==> config.mk <==
export PLATFORM = sky130hd
export DESIGN_NAME = input_judge
export DESIGN_NICKNAME = d
export VERILOG_FILES = /design/src/rtl/input_judge.sv
export SDC_FILE = /design/constraint.sdc
export NUM_CORES = 1
export LEC_CHECK = 0
export ABC_AREA = 1
export ABC_CLOCK_PERIOD_IN_PS = 1600
export CAP_MARGIN = 25
export CORE_ASPECT_RATIO = 0.8
export CORE_MARGIN = 2
export CORE_UTILIZATION = 46
export CTS_BUF_LIST = sky130_fd_sc_hd__clkbuf_8 sky130_fd_sc_hd__clkbuf_16
export DETAILED_ROUTE_END_ITERATION = 10
export HOLD_SLACK_MARGIN = 0.02
export PLACE_DENSITY = 0.91
export SLEW_MARGIN = 20
export SYNTH_ARGS = -nofsm -noshare
export SYNTH_HDL_FRONTEND = slang
export SYNTH_SLANG_ARGS = --single-unit
==> constraint.sdc <==
create_clock -name clock -period 1.6 [get_ports clock]
set_input_delay 0.32 -clock clock [delete_from_list [all_inputs] [get_ports clock]]
set_output_delay 0.32 -clock clock [all_outputs]
set_load 0.02 [all_outputs]
==> src/rtl/input_judge.sv <==
// Judges a lane key press against the hit-row tile and drives the correct/wrong drawer
// handshake, then updates score/misses. Optional JUDGE_EMPTY_MISS_EN: empty-row press is a miss.
module input_judge #(
  parameter int MAX_MISSES = 3,
  parameter int SCORE_W    = 10
) (
  input  logic               clock,
  input  logic               reset,
  input  logic               key_valid,
  input  logic [1:0]         key_lane,
  input  logic [2:0]         line_6,
  input  logic [5:0]         offset,
  input  logic               correct_done,
  input  logic               wrong_done,
  output logic               correct_go,
  output logic               wrong_go,
  output logic [2:0]         draw_line,
  output logic [5:0]         draw_offset,
  output logic               clear_line6,
  output logic [SCORE_W-1:0] score,
  output logic [3:0]         misses,
  output logic               busy,
  output logic               game_over
);

  typedef enum logic [2:0] {
    IDLE, REQ_C, WAIT_C, CLEAR, REQ_W, WAIT_W, OVER
  } state_t;

  state_t     state, next;
  logic       latch, inc_score, inc_miss;
  logic [3:0] miss_next;

  assign miss_next = misses + 4'd1;

  always_comb begin
    next      = state;
    latch     = 1'b0;
    inc_score = 1'b0;
    inc_miss  = 1'b0;
    case (state)
      IDLE: begin
        if (key_valid) begin
          if (!line_6[2]) begin
            latch = 1'b1;
            next  = (key_lane == line_6[1:0]) ? REQ_C : REQ_W;
          end
`ifdef JUDGE_EMPTY_MISS_EN
          else begin
            latch = 1'b1;
            next  = REQ_W;
          end
`endif
        end
      end
      REQ_C:  next = WAIT_C;
      WAIT_C: if (correct_done) begin
        next      = CLEAR;
        inc_score = 1'b1;
      end
      CLEAR:  next = IDLE;
      REQ_W:  next = WAIT_W;
      WAIT_W: if (wrong_done) begin
        inc_miss = 1'b1;
        next     = (miss_next == 4'(MAX_MISSES)) ? OVER : IDLE;
      end
      OVER:    next = OVER;
      default: next = IDLE;
    endcase
  end

  // Outputs are registered from the next state so they line up with the state register.
  always_ff @(posedge clock) begin
    if (reset) begin
      state       <= IDLE;
      draw_line   <= '0;
      draw_offset <= '0;
      score       <= '0;
      misses      <= '0;
      correct_go  <= 1'b0;
      wrong_go    <= 1'b0;
      clear_line6 <= 1'b0;
      busy        <= 1'b0;
      game_over   <= 1'b0;
    end else begin
      state <= next;
      if (latch) begin
        draw_line   <= line_6;
        draw_offset <= offset;
      end
      if (inc_score && (score != {SCORE_W{1'b1}}))
        score <= score + 1'b1;
      if (inc_miss)
        misses <= miss_next;
      correct_go  <= (next == REQ_C);
      wrong_go    <= (next == REQ_W);
      clear_line6 <= (next == CLEAR);
      busy        <= (next != IDLE) && (next != OVER);
      game_over   <= (next == OVER);
    end
  end

endmodule

Word-level counts from Yosys, hierarchy flattened. Index checks and enable logic that the tools add are counted.

Add/subtract/negate cells: 2. $mul: 0. Divide/modulo/power cells: 0. Magnitude comparators: 0. Equality and inequality tests: 13. Shift operators: 0. Mux-type cells: 14. Bitwise logic cells: 0. Reductions and logical operators: 4.

Operator list (count): 3-bit 2-to-1 mux (6); 3-bit case mux with 6 select lines (1); 3-bit equality test, second input constant (5); 10-bit by 1-bit adder with 10-bit output, second input constant (1); 10-bit != test, second input constant (1); 1-bit 2-to-1 mux (7); 3-bit by 1-bit equality test with 1-bit output, second input constant (2); 3-bit by 2-bit equality test with 1-bit output, second input constant (2); 4-bit by 1-bit adder with 4-bit output, second input constant (1); 4-bit by 2-bit equality test with 1-bit output, second input constant (1); 3-bit logical NOT (1); 3-bit != test, second input constant (1); 3-bit nonzero test (1); 2-bit equality test (1); 1-bit logical AND (2).

Register bits: 31. Latch bits: 0. RAM bits: 0. Memory bits (read-only): 0. Input port bits: 16. Memories: 0.

Logic depth before layout (Yosys ltp).
Word-level depth: 7. Depth in mapped cells: 12.

Worst setup path before layout. No wires, ideal clock.

Kind: register -> register. From: register score[0]. To: register score[2]. Library setup time: 0.115 ns. Arrival time: 1.497 ns. Path slack: -0.012 ns. Stages on the path, launching flop included: 10. Path buffers: 1. Cells stage by stage: dfxtp_1 ha_1 nand2_2 nor2_4 nand4_4 nand2_4 inv_4 buf_6 a21oi_1 nor2_1.

Word-level cells in the longest chain between the ends: 2. Elaborated cells between the ends (all ways): 3. Classes of those cells: add/sub: 1; eq/ne: 1; reduce/logical: 1.

RTL lines: start, declared (RTL line 20) `output logic [SCORE_W-1:0] score,`; start signal, assigned (RTL line 92) `score <= score + 1'b1;`; parallel branches: the longest is 2 deep, another holds 10-bit by 1-bit adder with 10-bit output.

Several ways; the timed one is not identified. A chain may end at the register's enable or synchronous reset.

Worst setup path after layout.
From: register draw_offset[5]. To: output draw_offset[5].

RTL lines: start, declared (RTL line 18) `output logic [5:0] draw_offset,`; start signal, assigned (RTL line 89) `draw_offset <= offset;`.

No word-level cell between the ends.

==> flow_summary.json <==
{
  "status": "finished, final reports clean",
  "clkLatencyLatePin_ns": 0.28,
  "htree_levels": 2,
  "synthesis.area_um2": 1440,
  "antenna_found_initial": 0,
  "netlist_instances": 198,
  "p_total_mw": 1.68,
  "grt_pass1_vias": 1270,
  "fp.dieH_um": 54.1,
  "holdWs_ns": 0.465,
  "required_ns": 1.28,
  "die_area_um2": 3600,
  "clk_pin_slew_worst_paths_ns": 0.06,
  "worstPathCellList": "clkdlybuf4s50_1",
  "place.port_buffers": 43,
  "power.share.combinational": 0.165,
  "numCtsBuffers": 5,
  "tns_ns": 0,
  "grt_max_degree": 19,
  "root_buffer": "clkbuf_8",
  "vias": 1450,
  "cap_violations": 0,
  "yosys_warnings": 0,
  "rsz0062_at_grt": "false",
  "worstSetupPathType": "flop to output pin",
  "drt_first_pass_iters": 4,
  "top_usage_layer": "met2",
  "setup_viol": 0,
  "critPathMaxStageDelay_ns": 0.61,
  "maxSlewViolCount": 0,
  "dieWidth_um": 66.6,
  "drc_errors": 0,
  "slowest_stage": "clkdlybuf4s50_1",
  "clock-sinks": 31,
  "crit_buf_inv": 1,
  "ys_seq_area_frac": 0.430,
  "route.detailed.wl_per_inst_um": 11.8,
  "switching_share": 0.269,
  "crit_path_max_fanout": 2,
  "fmax_ghz": 0.646,
  "design.portCount": 44,
  "nFillCells": 257,
  "worstSetupEndpointType": "output pin",
  "synthesis.nets": 217,
  "dp.final_hpwl_um": 2520,
  "seqPwrFrac": 0.495,
  "vias_per_cell": 4.93,
  "relSlewSlack": 0.717,
  "pwr-share-clk": 0.340,
  "clock_skew_ns": 0.00634,
  "finalCriticalPeriod_ns": 1.55,
  "placed_cells": 282,
  "cp_top_family": "buffers and inverters",
  "globalRouteOverflowTotal": 0,
  "core_um2": 3040,
  "post_route_cells_drive_above_1_share": 0.146,
  "layout_common_cells": "51 x nand2_1, 30 x clkdlybuf4s50_1, 27 x dfxtp_1",
  "nNetsFinal": 272,
  "fin_area_um2": 2060,
  "fin_cells": 294,
  "use_met2": 0.327,
  "antennaDiodeCount": 0,
  "crit_path_start_kind": "flop",
  "layout_commonest_cell": "nand2_1",
  "yosysUniqueCellTypes": 30,
  "use_met3": 0.0900,
  "routed_wl_um": 3470,
  "hold_viol": 0,
  "postRouteAntennaNets": 0,
  "min_period_over_period": 0.968,
  "syn_to_final_growth_pct": 42.5,
  "syn_area_per_cell_um2": 7.29,
  "p_per_area_nw_per_um2": 818,
  "place_area_um2": 1940,
  "gp_congestion": 0.830,
  "worst_pin_slew_ns": 0.424,
  "grt_pass1_wl_um": 5450,
  "row_count": 18,
  "synth_edf_count": 0,
  "initial_core_util": 0.474,
  "hp-class": "flop to flop",
  "p_sw_uw": 453,
  "ir_drop_v": 0.000595,
  "ys.flop_type": "dfxtp_1",
  "drtIter0Drc": 79,
  "clock_path_buffers": 2,
  "power_leakage_nw": 0.952,
  "synthArstFlopShare": 0,
  "arrival_ns": 1.23,
  "cts_tree": "yes",
  "ctsHoldBuffers": 0,
  "internal_power_mw": 1.23,
  "synth_seq_cells": 31,
  "track_usage": 0.205,
  "met1_usage": 0.251
}
==> flip-flops by register name (all words and copies together) (netlist names) <==
| signal | flops |
|---|---|
| busy | 1 |
| clear_line6 | 1 |
| correct_go | 1 |
| draw_line | 3 |
| draw_offset | 6 |
| game_over | 1 |
| misses | 4 |
| score | 10 |
| state | 3 |
| wrong_go | 1 |
==> final timing paths <==
check / end / startpoint / slack [ns] / cells after the start
max: draw_offset[5] / draw_offset[5]$_SDFFE_PP0P_ / 0.05 / 1
min reg2reg: draw_offset[4]$_SDFFE_PP0P_ / draw_offset[4]$_SDFFE_PP0P_ / 0.46 / 2
min: draw_offset[4]$_SDFFE_PP0P_ / draw_offset[4]$_SDFFE_PP0P_ / 0.46 / 2
max reg2reg: score[3]$_SDFFE_PP0P_ / score[0]$_SDFFE_PP0P_ / 0.07 / 8
==> cell families after synthesis <==
family | synth area share
buffers and inverters | 0.0789
DFF | 0.430
and+or+nand+nor | 0.327
AOI/OAI and AO/OA | 0.120
adders and majority gates | 0.0260
xor gates and xnor gates | 0.0182
==> cell usage after synthesis (all sizes together), types with 3 or more instances <==
library cell / n / area [um^2]
dfxtp: 31 / 621
o21ai: 10 / 50.0
inv: 21 / 81.3
nor2: 25 / 109
buf: 4 / 25.0
nand2: 53 / 209
nor3: 3 / 15.0
a21oi: 23 / 115
nand3: 14 / 85.1
ha: 3 / 37.5
==> repair_timing <==
action / CTS / global route
gates resized for setup: 10 / 7
pin swaps: 0 / 2
setup buffers: 0 / 4
setup endpoints to repair: 10 / 7
==> per-stage QoR <==
stage | setup WS, ns | utilization
after floorplan | 0.100 | -
after global placement | -0.0650 | 0.639
after detailed placement | -0.110 | 0.639
after CTS | 0.00460 | 0.661
after global routing | 0.00365 | 0.676
final | 0.0516 | 0.676
==> routing by layer <==
layer	part of all wire	wire length, um	vias to the layer above
met1	0.45	1580	662
li1	-	-	744
met5	0	0	-
met2	0.47	1640	38
met3	0.061	213	6
met4	0.012	40	0
==> power groups by stage <==
| stage | clock (mW) | sequential, mW | combinational, mW |
|---|---|---|---|
| finish | 0.571 | 0.833 | 0.277 |
| global route | 0.607 | 0.835 | 0.302 |
| CTS | 0.588 | 0.833 | 0.274 |
| detailed placement | 0 | 0.850 | 0.274 |
| global placement | 0 | 0.848 | 0.266 |
| floorplan | 0 | 0.878 | 0.119 |
==> area by class of cell <==
type / instances / area, um^2 / share of cell area
Multi-Input combinational cell: 140 / 711 / 0.346
Sequential cell: 31 / 628 / 0.306
Timing Repair Buffer: 53 / 500 / 0.243
Inverter: 22 / 85.1 / 0.0414
Clock buffer: 5 / 68.8 / 0.0335
Tap cell: 40 / 50.0 / 0.0243
Clock inverter: 3 / 12.5 / 0.00609
(Power assumes the default switching activity.)
